[config.mk]
export PLATFORM = sky130hd
export DESIGN_NAME = multi_cycle_ctrl_fsm_flat
export DESIGN_NICKNAME = d
export VERILOG_FILES = /design/src/rtl/multi_cycle_ctrl_fsm_if.sv /design/src/rtl/multi_cycle_ctrl_fsm.sv /design/src/flat_wrapper.sv
export SDC_FILE = /design/constraint.sdc
export NUM_CORES = 1
export LEC_CHECK = 0
export ABC_AREA = 0
export CORE_AREA = 10 10 90 68
export DETAILED_ROUTE_END_ITERATION = 12
export DIE_AREA = 0 0 100 78
export PLACE_DENSITY_LB_ADDON = 0.2
export SLEW_MARGIN = 25
export SYNTH_ARGS = -nofsm -noshare
export SYNTH_HDL_FRONTEND = slang
export SYNTH_SLANG_ARGS = --single-unit
[constraint.sdc]
create_clock -name clk -period 3.01 [get_ports clk]
set_clock_uncertainty 0.2 [all_clocks]
set_input_delay 0.602 -clock clk [delete_from_list [all_inputs] [get_ports clk]]
set_output_delay 0.602 -clock clk [all_outputs]
set_load 0.005 [all_outputs]
[src/rtl/multi_cycle_ctrl_fsm_if.sv]
// Control bundle between the multicycle controller and its datapath.
// Carries instruction fields and memory status in, and mux selects/enables out.
// The master modport is the controller; the slave modport is the datapath side.
interface multi_cycle_ctrl_fsm_if #(
    parameter int ALU_W = 3
) ();
    // Instruction fields and memory/fetch status
    logic [5:0]       op_code;
    logic [5:0]       funct;
    logic             mem_ready;
    logic             stall;

    // Datapath controls
    logic             pc_write;
    logic             branch_eq;
    logic             branch_ne;
    logic [1:0]       pc_src;
    logic [ALU_W-1:0] alu_cntrl;
    logic             alu_src_a;
    logic [1:0]       alu_src_b;
    logic             imm_zext;
    logic             reg_write;
    logic             mem_to_reg;
    logic             reg_dst;
    logic             ir_write;
    logic             mem_write;
    logic             i_or_d;
    logic             mem_req;

    // Status / debug
    logic             illegal_op;
    logic             mem_timeout;
    logic [3:0]       state_o;

    modport master (
        input  op_code, funct, mem_ready, stall,
        output pc_write, branch_eq, branch_ne, pc_src, alu_cntrl, alu_src_a, alu_src_b,
               imm_zext, reg_write, mem_to_reg, reg_dst, ir_write, mem_write, i_or_d,
               mem_req, illegal_op, mem_timeout, state_o
    );

    modport slave (
        output op_code, funct, mem_ready, stall,
        input  pc_write, branch_eq, branch_ne, pc_src, alu_cntrl, alu_src_a, alu_src_b,
               imm_zext, reg_write, mem_to_reg, reg_dst, ir_write, mem_write, i_or_d,
               mem_req, illegal_op, mem_timeout, state_o
    );
endinterface

[src/rtl/multi_cycle_ctrl_fsm.sv]
// Multicycle MIPS control FSM: sequences FETCH..WRITEBACK and drives datapath selects/enables.
// Latency (no memory wait): R/ADDI/ANDI/ORI 4, LW 5, SW 4, BEQ/BNE 3, J 3 cycles; outputs are same-cycle.
// Memory states hold until mem_ready (bounded by TIMEOUT, then trap); stall holds FETCH with no request.
module multi_cycle_ctrl_fsm #(
    parameter int ALU_W    = 3,
    parameter int MEM_WAIT = 1,
    parameter int TIMEOUT  = 255
) (
    input  logic                  clk,
    input  logic                  rst,
    multi_cycle_ctrl_fsm_if.master bus
);

    typedef enum logic [3:0] {
        S_FETCH   = 4'd0,
        S_DECODE  = 4'd1,
        S_MEMADR  = 4'd2,
        S_MEMREAD = 4'd3,
        S_MEMWRBK = 4'd4,
        S_MEMWR   = 4'd5,
        S_EXEC    = 4'd6,
        S_ALUWRBK = 4'd7,
        S_BRANCH  = 4'd8,
        S_IMMEX   = 4'd9,
        S_IMMWRBK = 4'd10,
        S_JMP     = 4'd11,
        S_TRAP    = 4'd12
    } state_e;

    localparam logic [5:0] OP_R    = 6'b000000;
    localparam logic [5:0] OP_J    = 6'b000010;
    localparam logic [5:0] OP_BEQ  = 6'b000100;
    localparam logic [5:0] OP_BNE  = 6'b000101;
    localparam logic [5:0] OP_ADDI = 6'b001000;
    localparam logic [5:0] OP_ANDI = 6'b001100;
    localparam logic [5:0] OP_ORI  = 6'b001101;
    localparam logic [5:0] OP_LW   = 6'b100011;
    localparam logic [5:0] OP_SW   = 6'b101011;

    localparam logic [2:0] ALU_AND = 3'b000;
    localparam logic [2:0] ALU_OR  = 3'b001;
    localparam logic [2:0] ALU_ADD = 3'b010;
    localparam logic [2:0] ALU_SLT = 3'b011;
    localparam logic [2:0] ALU_SRL = 3'b100;
    localparam logic [2:0] ALU_SLL = 3'b101;
    localparam logic [2:0] ALU_SUB = 3'b110;
    localparam logic [2:0] ALU_XOR = 3'b111;

    // Last wait count before the trap fires (the TIMEOUT-th waiting cycle).
    localparam logic [7:0] WAIT_LAST = 8'(TIMEOUT - 1);

    state_e     state_q, state_d;
    logic [7:0] wait_cnt_q, wait_cnt_d;
    logic       illegal_q, illegal_d;
    logic       timeout_q, timeout_d;

    // Decoded helpers
    logic [2:0] r_alu;
    logic       r_ok;
    logic [2:0] imm_alu;
    logic       imm_zx;
    logic       mem_done;
    logic       req_active;

    // Unqualified (pre-reset-gating) control outputs
    logic       pc_write_c, branch_eq_c, branch_ne_c;
    logic [1:0] pc_src_c;
    logic [2:0] alu_c;
    logic       alu_src_a_c;
    logic [1:0] alu_src_b_c;
    logic       imm_zext_c, reg_write_c, mem_to_reg_c, reg_dst_c;
    logic       ir_write_c, mem_write_c, i_or_d_c, mem_req_c;

    // Instruction field decode: R-type funct to ALU op, immediate opcode to ALU op/extension
    always_comb begin
        r_alu   = ALU_AND;
        r_ok    = 1'b1;
        imm_alu = ALU_ADD;
        imm_zx  = 1'b0;
        case (bus.funct)
            6'b100000: r_alu = ALU_ADD;
            6'b100010: r_alu = ALU_SUB;
            6'b100100: r_alu = ALU_AND;
            6'b100101: r_alu = ALU_OR;
            6'b100110: r_alu = ALU_XOR;
            6'b101010: r_alu = ALU_SLT;
            6'b000000: r_alu = ALU_SLL;
            6'b000010: r_alu = ALU_SRL;
            default:   r_ok  = 1'b0;
        endcase
        case (bus.op_code)
            OP_ANDI: begin imm_alu = ALU_AND; imm_zx = 1'b1; end
            OP_ORI:  begin imm_alu = ALU_OR;  imm_zx = 1'b1; end
            default: begin imm_alu = ALU_ADD; imm_zx = 1'b0; end
        endcase
    end

    // A memory access completes this cycle when ready is seen, or always if waits are disabled
    assign mem_done   = (MEM_WAIT == 0) || bus.mem_ready;
    assign req_active = (state_q == S_MEMREAD) || (state_q == S_MEMWR) ||
                        ((state_q == S_FETCH) && !bus.stall);

    // State, wait counter and sticky error flags
    always_ff @(posedge clk or negedge rst) begin
        if (!rst) begin
            state_q    <= S_FETCH;
            wait_cnt_q <= 8'd0;
            illegal_q  <= 1'b0;
            timeout_q  <= 1'b0;
        end else begin
            state_q    <= state_d;
            wait_cnt_q <= wait_cnt_d;
            illegal_q  <= illegal_d;
            timeout_q  <= timeout_d;
        end
    end

    // Next state, wait counter and trap causes
    always_comb begin
        state_d    = state_q;
        wait_cnt_d = wait_cnt_q;
        illegal_d  = illegal_q;
        timeout_d  = timeout_q;
        case (state_q)
            S_FETCH:   if (!bus.stall && mem_done) state_d = S_DECODE;
            S_DECODE: begin
                case (bus.op_code)
                    OP_R:                      state_d = S_EXEC;
                    OP_LW, OP_SW:              state_d = S_MEMADR;
                    OP_BEQ, OP_BNE:            state_d = S_BRANCH;
                    OP_ADDI, OP_ANDI, OP_ORI:  state_d = S_IMMEX;
                    OP_J:                      state_d = S_JMP;
                    default: begin
                        state_d   = S_TRAP;
                        illegal_d = 1'b1;
                    end
                endcase
            end
            S_MEMADR:  state_d = (bus.op_code == OP_LW) ? S_MEMREAD : S_MEMWR;
            S_MEMREAD: if (mem_done) state_d = S_MEMWRBK;
            S_MEMWRBK: state_d = S_FETCH;
            S_MEMWR:   if (mem_done) state_d = S_FETCH;
            S_EXEC: begin
                if (r_ok) begin
                    state_d = S_ALUWRBK;
                end else begin
                    state_d   = S_TRAP;
                    illegal_d = 1'b1;
                end
            end
            S_ALUWRBK: state_d = S_FETCH;
            S_BRANCH:  state_d = S_FETCH;
            S_IMMEX:   state_d = S_IMMWRBK;
            S_IMMWRBK: state_d = S_FETCH;
            S_JMP:     state_d = S_FETCH;
            S_TRAP:    state_d = S_TRAP;
            default:   state_d = S_TRAP;
        endcase

        // Count cycles spent waiting on memory; a completing access never times out
        if (req_active && !mem_done) begin
            wait_cnt_d = wait_cnt_q + 8'd1;
            if (wait_cnt_q == WAIT_LAST) begin
                state_d   = S_TRAP;
                timeout_d = 1'b1;
            end
        end

        // Every state change starts the next memory state with a fresh count
        if (state_d != state_q) wait_cnt_d = 8'd0;
    end

    // Moore controls per state, with fetch/memory qualifiers from stall and ready
    always_comb begin
        pc_write_c   = 1'b0;
        branch_eq_c  = 1'b0;
        branch_ne_c  = 1'b0;
        pc_src_c     = 2'b00;
        alu_c        = ALU_AND;
        alu_src_a_c  = 1'b0;
        alu_src_b_c  = 2'b00;
        imm_zext_c   = 1'b0;
        reg_write_c  = 1'b0;
        mem_to_reg_c = 1'b0;
        reg_dst_c    = 1'b0;
        ir_write_c   = 1'b0;
        mem_write_c  = 1'b0;
        i_or_d_c     = 1'b0;
        mem_req_c    = 1'b0;
        case (state_q)
            S_FETCH: begin
                if (!bus.stall) begin
                    mem_req_c   = 1'b1;
                    alu_src_b_c = 2'b01;
                    alu_c       = ALU_ADD;
                    ir_write_c  = mem_done;
                    pc_write_c  = mem_done;
                end
            end
            S_DECODE: begin
                alu_src_b_c = 2'b11;
                alu_c       = ALU_ADD;
            end
            S_MEMADR: begin
                alu_src_a_c = 1'b1;
                alu_src_b_c = 2'b10;
                alu_c       = ALU_ADD;
            end
            S_MEMREAD: begin
                mem_req_c = 1'b1;
                i_or_d_c  = 1'b1;
            end
            S_MEMWRBK: begin
                reg_write_c  = 1'b1;
                mem_to_reg_c = 1'b1;
            end
            S_MEMWR: begin
                mem_req_c   = 1'b1;
                mem_write_c = 1'b1;
                i_or_d_c    = 1'b1;
            end
            S_EXEC: begin
                alu_src_a_c = 1'b1;
                alu_c       = r_alu;
            end
            S_ALUWRBK: begin
                reg_write_c = 1'b1;
                reg_dst_c   = 1'b1;
            end
            S_BRANCH: begin
                alu_src_a_c = 1'b1;
                alu_c       = ALU_SUB;
                pc_src_c    = 2'b01;
                branch_eq_c = (bus.op_code == OP_BEQ);
                branch_ne_c = (bus.op_code == OP_BNE);
            end
            S_IMMEX: begin
                alu_src_a_c = 1'b1;
                alu_src_b_c = 2'b10;
                alu_c       = imm_alu;
                imm_zext_c  = imm_zx;
            end
            S_IMMWRBK: begin
                reg_write_c = 1'b1;
                alu_c       = imm_alu;
                imm_zext_c  = imm_zx;
            end
            S_JMP: begin
                pc_write_c = 1'b1;
                pc_src_c   = 2'b10;
            end
            default: ;
        endcase
    end

    // Reset forces every output low combinationally, so nothing fires while rst is asserted
    assign bus.pc_write    = rst & pc_write_c;
    assign bus.branch_eq   = rst & branch_eq_c;
    assign bus.branch_ne   = rst & branch_ne_c;
    assign bus.pc_src      = rst ? pc_src_c : 2'b00;
    assign bus.alu_cntrl   = rst ? ALU_W'(alu_c) : '0;
    assign bus.alu_src_a   = rst & alu_src_a_c;
    assign bus.alu_src_b   = rst ? alu_src_b_c : 2'b00;
    assign bus.imm_zext    = rst & imm_zext_c;
    assign bus.reg_write   = rst & reg_write_c;
    assign bus.mem_to_reg  = rst & mem_to_reg_c;
    assign bus.reg_dst     = rst & reg_dst_c;
    assign bus.ir_write    = rst & ir_write_c;
    assign bus.mem_write   = rst & mem_write_c;
    assign bus.i_or_d      = rst & i_or_d_c;
    assign bus.mem_req     = rst & mem_req_c;
    assign bus.illegal_op  = rst & illegal_q;
    assign bus.mem_timeout = rst & timeout_q;
    assign bus.state_o     = rst ? state_q : S_FETCH;

endmodule

[src/flat_wrapper.sv]
// flat-port wrapper written by rule: the top's interface ports become plain ports
module multi_cycle_ctrl_fsm_flat 
#(
    parameter int ALU_W    = 3,
    parameter int MEM_WAIT = 1,
    parameter int TIMEOUT  = 255
)
  (clk, rst, bus_op_code, bus_funct, bus_mem_ready, bus_stall, bus_pc_write, bus_branch_eq, bus_branch_ne, bus_pc_src, bus_alu_cntrl, bus_alu_src_a, bus_alu_src_b, bus_imm_zext, bus_reg_write, bus_mem_to_reg, bus_reg_dst, bus_ir_write, bus_mem_write, bus_i_or_d, bus_mem_req, bus_illegal_op, bus_mem_timeout, bus_state_o);
  multi_cycle_ctrl_fsm_if #(.ALU_W(ALU_W)) bus_i ();
  input  logic clk;
  input  logic rst;
  input wire logic [$bits(bus_i.op_code)-1:0] bus_op_code;
  input wire logic [$bits(bus_i.funct)-1:0] bus_funct;
  input wire logic [$bits(bus_i.mem_ready)-1:0] bus_mem_ready;
  input wire logic [$bits(bus_i.stall)-1:0] bus_stall;
  output wire logic [$bits(bus_i.pc_write)-1:0] bus_pc_write;
  output wire logic [$bits(bus_i.branch_eq)-1:0] bus_branch_eq;
  output wire logic [$bits(bus_i.branch_ne)-1:0] bus_branch_ne;
  output wire logic [$bits(bus_i.pc_src)-1:0] bus_pc_src;
  output wire logic [$bits(bus_i.alu_cntrl)-1:0] bus_alu_cntrl;
  output wire logic [$bits(bus_i.alu_src_a)-1:0] bus_alu_src_a;
  output wire logic [$bits(bus_i.alu_src_b)-1:0] bus_alu_src_b;
  output wire logic [$bits(bus_i.imm_zext)-1:0] bus_imm_zext;
  output wire logic [$bits(bus_i.reg_write)-1:0] bus_reg_write;
  output wire logic [$bits(bus_i.mem_to_reg)-1:0] bus_mem_to_reg;
  output wire logic [$bits(bus_i.reg_dst)-1:0] bus_reg_dst;
  output wire logic [$bits(bus_i.ir_write)-1:0] bus_ir_write;
  output wire logic [$bits(bus_i.mem_write)-1:0] bus_mem_write;
  output wire logic [$bits(bus_i.i_or_d)-1:0] bus_i_or_d;
  output wire logic [$bits(bus_i.mem_req)-1:0] bus_mem_req;
  output wire logic [$bits(bus_i.illegal_op)-1:0] bus_illegal_op;
  output wire logic [$bits(bus_i.mem_timeout)-1:0] bus_mem_timeout;
  output wire logic [$bits(bus_i.state_o)-1:0] bus_state_o;
  assign bus_i.op_code = bus_op_code;
  assign bus_i.funct = bus_funct;
  assign bus_i.mem_ready = bus_mem_ready;
  assign bus_i.stall = bus_stall;
  assign bus_pc_write = bus_i.pc_write;
  assign bus_branch_eq = bus_i.branch_eq;
  assign bus_branch_ne = bus_i.branch_ne;
  assign bus_pc_src = bus_i.pc_src;
  assign bus_alu_cntrl = bus_i.alu_cntrl;
  assign bus_alu_src_a = bus_i.alu_src_a;
  assign bus_alu_src_b = bus_i.alu_src_b;
  assign bus_imm_zext = bus_i.imm_zext;
  assign bus_reg_write = bus_i.reg_write;
  assign bus_mem_to_reg = bus_i.mem_to_reg;
  assign bus_reg_dst = bus_i.reg_dst;
  assign bus_ir_write = bus_i.ir_write;
  assign bus_mem_write = bus_i.mem_write;
  assign bus_i_or_d = bus_i.i_or_d;
  assign bus_mem_req = bus_i.mem_req;
  assign bus_illegal_op = bus_i.illegal_op;
  assign bus_mem_timeout = bus_i.mem_timeout;
  assign bus_state_o = bus_i.state_o;
  multi_cycle_ctrl_fsm #(.ALU_W(ALU_W), .MEM_WAIT(MEM_WAIT), .TIMEOUT(TIMEOUT)) u_core (.clk(clk), .rst(rst), .bus(bus_i));
endmodule
# Yosys cells after proc, flatten, opt, wreduce, memory -nomap -nowiden
# Cells that the tools add are included.
[totals]
regBits = 14
output_inout_bits = 25
wordCells = 117
[op_classes]
addsub = 1
n_eq_ne = 30
n_mux = 41
bitwise = 14
n_reduce_logical = 27
[op_table]
columns = ["cell", "n"]
rows = [
  ["$eq 6x6->1 const B", 8],
  ["$pmux 4 s8", 1],
  ["$mux 4", 7],
  ["$pmux 3 s7", 1],
  ["$pmux 4 s5", 1],
  ["$eq 6x4->1 const B", 3],
  ["$mux 1", 17],
  ["$eq 4x3->1 const B", 4],
  ["$eq 4x4->1 const B", 4],
  ["$mux 8", 2],
  ["$pmux 3 s5", 1],
  ["$and 1x1->1", 14],
  ["$reduce_or 2->1", 7],
  ["$eq 6x2->1 const B", 2],
  ["$eq 6x3->1 const B", 2],
  ["$logic_not 6->1", 2],
  ["$reduce_or 9->1", 1],
  ["$add 8x1->8 const B", 1],
  ["$eq 4x2->1 const B", 2],
  ["$eq 8x8->1 const B", 1],
  ["$pmux 2 s2", 2],
  ["$reduce_or 8->1", 1],
  ["$mux 2", 3],
  ["$mux 3", 2],
  ["15 further kinds", 24],
]

# Longest topological paths before layout
# Gate-level depths: netlist (run 1).
[depth]
depth_word = 9
mapped_depth = 9
depth_no_buf = 9

# Worst setup path before layout (run 1)
# OpenSTA, ideal clock, no wires.
[synth_path]
kind = "reg-to-output"
startpoint = "register u_core.state_q[0]"
endpoint = "output bus_branch_ne"
arrival_ps = 1615
required_time_ps = 2208
slack_ps = 593
path_stages_with_launch = 7
path_cell_list = "dfrtp_1 -> buf_2 -> clkbuf_1 -> or2_2 -> nor3_1 -> nand2_1 -> nor3b_1"
[synth_via]
elab_chain_cells = 3
[synth_lines]
columns = ["element", "line_no", "source"]
rows = [
  ["start, declared", "multi_cycle_ctrl_fsm.sv:52", "state_e state_q, state_d;"],
  ["start signal, assigned", "multi_cycle_ctrl_fsm.sv:111", "state_q <= state_d;"],
  ["$eq 4x4->1", "multi_cycle_ctrl_fsm.sv:190", "case (state_q)"],
  ["$mux 1", "multi_cycle_ctrl_fsm.sv:190", ""],
  ["$and 1x1->1", "multi_cycle_ctrl_fsm.sv:259", "assign bus.branch_ne = rst & branch_ne_c;"],
  ["end, declared", "flat_wrapper.sv:18", "output wire logic [$bits(bus_i.branch_ne)-1:0] bus_branch_ne;"],
]
# No other way between the ends.

# Final worst setup path (run 1)
[layout_path]
startpoint = "input bus_mem_ready"
endpoint = "output bus_pc_write"
[layout_via]
elab_chain_cells = 3
[layout_lines]
columns = ["element", "line_no", "source"]
rows = [
  ["start, declared", "flat_wrapper.sv:14", "input wire logic [$bits(bus_i.mem_ready)-1:0] bus_mem_ready;"],
  ["$mux 1", "multi_cycle_ctrl_fsm.sv:192", "if (!bus.stall) begin"],
  ["$pmux 1 s2", "multi_cycle_ctrl_fsm.sv:190", ""],
  ["$and 1x1->1", "multi_cycle_ctrl_fsm.sv:257", "assign bus.pc_write = rst & pc_write_c;"],
  ["end, declared", "flat_wrapper.sv:16", "output wire logic [$bits(bus_i.pc_write)-1:0] bus_pc_write;"],
]
# No other way between the ends.

==> results.md, run 1 <==
* Outcome: finished, final reports clean
* Number of synthesized register bits at 14
* Most used cell along the critical path: clkdlybuf4s50_1
* Largest net degree at the start of global routing at 15
* Commonest cells post-synth: 31 x nor2_1, 20 x nand2_1, 14 x dfrtp_1
* MaxCap Viol Count at 0
* FFs w/ async S/R, synth at 100%
* Design Area, Final at roughly 0.0024 mm^2
* Clock Pin Slew Worst Setup and Hold Paths at around 0.060 ns
* Slew Limit Fails at 0
* First-pass GRT wire length at 8130 um
* Min cycle time layout at slightly below 3 ns
* Syn_area_per_cell at approximately 7.4 um^2
* Final worst-path cycle share at between 90% and 100%
* Filler cells at roughly 440
* Yosys cell types at 50
* Diode count at 0
* Vias at roughly 1.7k
* Clock Latency Late Sink at ~0.24 ns
* Vias in the first global route at around 1.7k
* Leak at ~1.0 nW
* Nets at between 200 and 300
* Total grt overflow at 0
* Final setup vio count at 0
* CTS sink count at 14
* Post-Syn Instances at ~200
* Fin Hold WS at ~0.21 ns
* CTS Root Cell: clkbuf_8
* WL final at between 4000 and 5000 um
* Main flop type after synthesis: dfrtp_1
* Slowest stage cell, crit path: clkdlybuf4s50_1
* Synth Warn # at 0
* Multi-input logic area at between 0.001 and 0.0015 mm^2
* DP Wirelength at about 4000 um
* Width of the die at around 100 um
* Startpoint Class: input pin
* Critical Path RT at between 2 and 2.5 ns
* CTS H-tree lvls at 1
* Mapped Area at around 0.0015 mm^2
* FMAX at roughly 340 MHz
* Avg WL per Cell at around 15 um
* CTS tree: done
* Register area share after synthesis at a little under a quarter
* Max FO, Critical Path at 2
* Routed vias/inst at about 5.2
* Dpl cell area at approximately 0.0022 mm^2
* Hold Path Class: input pin to asynchronous set/reset pin
* Die area at 0.00780 mm^2
* Core Box Area at about 0.0045 mm^2
* Crit end category: output pin
* Pwr Density at about 520 mW/mm^2
* Yosys top cell area share at between 20% and 30%
* RR Startpoint: u_core.state_q[2]
* Least-Margin Pin Slew at approximately 0.45 ns
* Die Y at slightly below 80 um
* CP arrival at roughly 2.1 ns
* Layout cells sized above 1 at between 20% and 30%
* # DRC at 0
* Max stage delay on crit path at 0.54 ns
* IO buf count at 40
* Final Wtd Congestion at approximately 0.86
* DRT iter0 DRCs at 81
* DRT Pass-1 Iters at 4
* Post-synth net total at roughly 220
* Starting Density at 32.8%
* CTS Hold Bufs at 0
* Sequential standard cell area at 352 um^2
* GRT Util Overall at between 10% and 20%
* Cell with the most instances after synthesis: nor2_1
* CP Launch Point: bus_mem_ready
* Unrepaired setup endpoints after global routing: no
* Routed Antenna Nets at 0
* I/O pin total at 41
* EDFF count, synth at 0
* Final Hold Fails at 0
* Cell Chain, Critical Path: clkdlybuf4s50_1 -> nand2b_4 -> nor4_4 -> or2_4 -> clkdlybuf4s50_1
* Rows at 21
* Initial antenna violation count at 0
* Synth top area cells: dfrtp_1 23%, nor2_1 7.8%, nand2_1 5.0%
* Number of CTS-inserted buffers at 3
* Area grow syn2layout at 59.6%
* Synth area leader: dfrtp_1
* Clk buf depth at 2
* Worst vdd ir at ~0.0004 V
* Relative slew slack at between 60% and 70%
* Kind of critical path: input pin to output pin
state kept, by name (all words and copies together) (netlist names):
| register | cells |
|---|---|
| u_core.timeout_q | 1 |
| u_core.state_q | 4 |
| u_core.wait_cnt_q | 8 |
| u_core.illegal_q | 1 |
layer usage:
| layer | track usage, % | vias to the layer above | share of wire [%] |
|---|---|---|---|
| met5 | 0 | - | 0 |
| met4 | 2.54 | 0 | 0.62 |
| met3 | 2.65 | 4 | 7.4 |
| met2 | 17.2 | 41 | 40 |
| met1 | 18.6 | 811 | 52 |
| li1 | - | 885 | - |
timing repair:
item / in CTS / in global routing
setup buffers: 2 / 1
pin swaps: 2 / 6
resized for setup: 10 / 20
setup endpoints to repair: 7 / 10
power by group:
part           switching [W]  internal [W]  total (W)
sequential         0.0000417      0.000220   0.000262
combinational       0.000423      0.000380   0.000803
clock              0.0000680      0.000116   0.000184
total               0.000533      0.000716    0.00125
layout by cell type (no fill, tap or decap), types with 3 or more instances in the layout:
cell type / Yosys / routed
a211oi_2: 2 / 3
a21oi_1: 9 / 8
a31oi_1: 7 / 7
and2_1: 8 / 7
and3b_1: 3 / 3
buf_4: 0 / 38
clkbuf_8: 0 / 4
clkdlybuf4s50_1: 0 / 29
dfrtp_1: 14 / 13
dlygate4sd2_1: 0 / 5
dlymetal6s2s_1: 0 / 5
inv_1: 8 / 8
nand2_1: 20 / 20
nand2b_1: 4 / 3
nand3_1: 6 / 6
nand4_1: 3 / 3
nor2_1: 31 / 30
nor2b_1: 6 / 6
nor3_1: 9 / 7
nor4_4: 0 / 3
o21ai_0: 7 / 6
or2_2: 6 / 5
xnor2_1: 4 / 4
xor2_1: 5 / 5
worst max-delay path: cells and delay by family:
family,cells,cell delay [ns]
AND/OR/NAND/NOR,3,0.46
buffers and inverters,2,1.03
cell families (layout without fill, tap and decap cells):
group	after synthesis	after routing	synth area share, %
AND/OR/NAND/NOR	115	115	42.4
AO/OA/AOI/OAI	46	46	22.5
buffers and inverters	17	92	4.61
flip-flops	14	14	23.5
XOR/XNOR	9	9	5.28
adder cells (fa/ha/maj)	2	2	1.68
area by class of cell:
cell class	instances	share of cell area, %
inverters	8	1.26
clock buffers	4	2.31
repair buffers	80	30.4
well taps	57	2.99
multi-input cells	172	48.3
flip-flops and latches	14	14.8
worst paths after layout:
path	to	slack [ns]	cells past startpoint
setup / recovery	bus_pc_write	0.10	5
hold / removal	u_core.illegal_q	0.21	3
setup reg to reg	u_core.wait_cnt_q[1]	0.51	9
min in group clk	u_core.timeout_q	0.27	1
max in group asynchronous	u_core.state_q[2]	2.03	4
hold reg to reg	u_core.timeout_q	0.27	1
per-stage QoR:
step	setup TNS, ns	cells	setup slack [ns]	power (W)	util [%]
global route	0	335	0.00194	0.00135	52.4
CTS	0	334	0.0000293	0.00123	50.6
global placement	-0.843	328	-0.264	0.00103	48.7
finish	0	335	0.103	0.00125	52.4
detailed placement	-0.933	328	-0.262	0.00103	48.7
floorplan	0	203	0.593	0.000688	-
Power figures use the tool's default switching activity.
==> run 2, diff against run 1 <==
- SLEW_MARGIN: 25 -> 20
==> results of run 2 <==
Same layout as run 1: the final DEF is identical, and so are final timing and power.
==> run 3, diff against run 2 <==
- DONT_BUFFER_PORTS: default -> 1
==> results.md, run 3 (synthesized netlist as in run 1, its figures left out) <==
* Final Wtd Congestion at 0.799 (-7.0%)
* MaxCap Viol Count at 0 (unchanged)
* # DRC at 0 (unchanged)
* Commonest non-fill, non-tap cells in the layout: 31 x nor2_1, 20 x nand2_1, 14 x dfrtp_1
* Filler cells at 500 (+14%)
* Kind of critical path: flop to output pin
* CP arrival at 2.02 ns (-0.08 ns)
* GRT Util Overall at 10.8% (-1.5 points)
* Clk buf depth at 2 (unchanged)
* Place WS at 0.472 ns (+0.734 ns)
* Hold Path Stages at 1
* Clock Latency Late Sink at 0.24 ns (about the same)
* Rows at 21 (unchanged)
* Final setup vio count at 0 (unchanged)
* DP Wirelength at 3380 um (-15%)
* FF-to-FF setup slack at 0.54 ns (+0.03 ns)
* Vias at 1452 (-17%)
* Starting Density at 32.8% (unchanged)
* Final Hold Fails at 0 (unchanged)
* TNS Setup at 0 ns (unchanged)
* DRT iter0 DRCs at 61 (-25%)
* Relative slew slack at 58.2% (-11 points)
* RR Startpoint: u_core.state_q[1]
* CTS sink count at 14 (unchanged)
* Gates resized, CTS repair at 0 (-10)
* IO buf count at 0 (-100%)
* Area grow syn2layout at 7.63%
* Layout cells sized above 1 at 11.4% (-14 points)
* Flip-flop count of the largest register after layout at 8 (unchanged)
* CTS Root Cell: clkbuf_8
* WL final at 4310 um (-11%)
* Avg WL per Cell at 16.6 um (+15%)
* Routed Antenna Nets at 0 (unchanged)
* Top reg by flops: u_core.wait_cnt_q
* Least-Margin Pin Slew at 0.624 ns (+0.170 ns)
* FMAX at 355 MHz (+3.1%)
* Final worst-path cycle share at 93.6% (-2.9 points)
* CTS tree: done
* Final WS setup at 0.191 ns (+0.0882 ns)
* Die area at 0.00780 mm^2 (unchanged)
* Startpoint Class: flop
* I/O pin total at 41 (unchanged)
* Outcome: finished, final reports clean
* Routed vias/inst at 5.61 (+7.9%)
* Total grt overflow at 0 (unchanged)
* Number of CTS-inserted buffers at 3 (unchanged)
* Largest net degree at the start of global routing at 20 (+5)
* Top Registers: u_core.wait_cnt_q (8), u_core.state_q (4)
* First-pass GRT wire length at 7100 um (-13%)
* Commonest non-fill, non-tap cell in the layout: nor2_1
* Sequential standard cell area at 350 um^2 (-0.36%)
* CTS H-tree lvls at 1 (unchanged)
* Crit end category: output pin
* Critical Path RT at 2.21 ns (about the same)
* Clock Pin Slew Worst Setup and Hold Paths at 0.06 ns (about the same)
* Pwr Density at 600 mW/mm^2 (+14%)
* CP Launch Point: u_core.state_q[3]
* Multi-input logic area at 0.00107 mm^2 (-6.7%)
* Diode count at 0 (unchanged)
* Nets at 222 (-25%)
* Worst vdd ir at 0.000287 V (-28%)
* Slew Limit Fails at 0 (unchanged)
* Leak at 0.613 nW (-41%)
* DRT Pass-1 Iters at 4 (unchanged)
* Vias in the first global route at 1341 (-21%)
* Reg2reg path depth at 7 (-2)
* Max FO, Critical Path at 9 (+7)
* Initial antenna violation count at 0 (unchanged)
* Core Box Area at 0.00455 mm^2 (unchanged)
* Die Y at 78 um (unchanged)
* Min cycle time layout at 2.82 ns (-0.0882 ns)
* Unrepaired setup endpoints after global routing: no
* Hold Path Class: flop to flop
* Width of the die at 100 um (unchanged)
* Hold path start: u_core.illegal_q
==> run 3: cell type report <==
cell class	instances	share of cell area, %
clock buffers	3	2.57
repair buffers	5	2.49
flip-flops and latches	14	21.8
inverters	8	1.87
well taps	57	4.44
multi-input cells	172	66.8
==> run 3: worst paths after layout <==
path                                   endpoint
max                            bus_alu_cntrl[2]
min                            u_core.illegal_q
max reg2reg                u_core.wait_cnt_q[1]
min reg2reg                    u_core.illegal_q
max in group asynchronous  u_core.wait_cnt_q[2]
min in group asynchronous  u_core.wait_cnt_q[1]
==> run 3: where the power goes <==
part | internal [W] | switching [W]
registers | 0.000219 | 0.0000559
clock network | 0.0000886 | 0.0000647
logic | 0.000204 | 0.000331
==> run 3: worst max-delay path, cell delays in order, from the launching register on <==
cell and delay (ns):
dfrtp_1 0.48, inv_1 0.23, nand2_1 0.21, nor4_1 0.44, a31oi_1 0.14, nor3b_1 0.28
==> run 3: per-stage QoR <==
| step | total power (W) | util (%) | std cells | instance area, um^2 | hold slack, ns |
|---|---|---|---|---|---|
| floorplan | 0.000688 | - | 203 | 1490 | 0.106 |
| global placement | 0.000811 | 34.2 | 255 | 1560 | 0.107 |
| detailed placement | 0.000809 | 34.2 | 255 | 1560 | 0.107 |
| CTS | 0.000971 | 35.3 | 259 | 1610 | 0.261 |
| global route | 0.00106 | 35.3 | 259 | 1610 | 0.277 |
| finish | 0.000963 | 35.3 | 259 | 1610 | 0.257 |
==> run 3: routing by layer <==
layer,up-vias,share of wire [%],GRT usage [%],routed length [um]
met5,-,0,0,0
met4,0,0.60,1.69,26
met3,4,6.9,3.63,299
met2,38,40,14.2,1730
met1,684,52,16.4,2250
li1,726,-,-,-
==> run 3: what timing repair did <==
item	4_1_cts	5_1_grt
buffers inserted	0	0
endpoints found under the hold margin	14	0
hold buffers	1	0
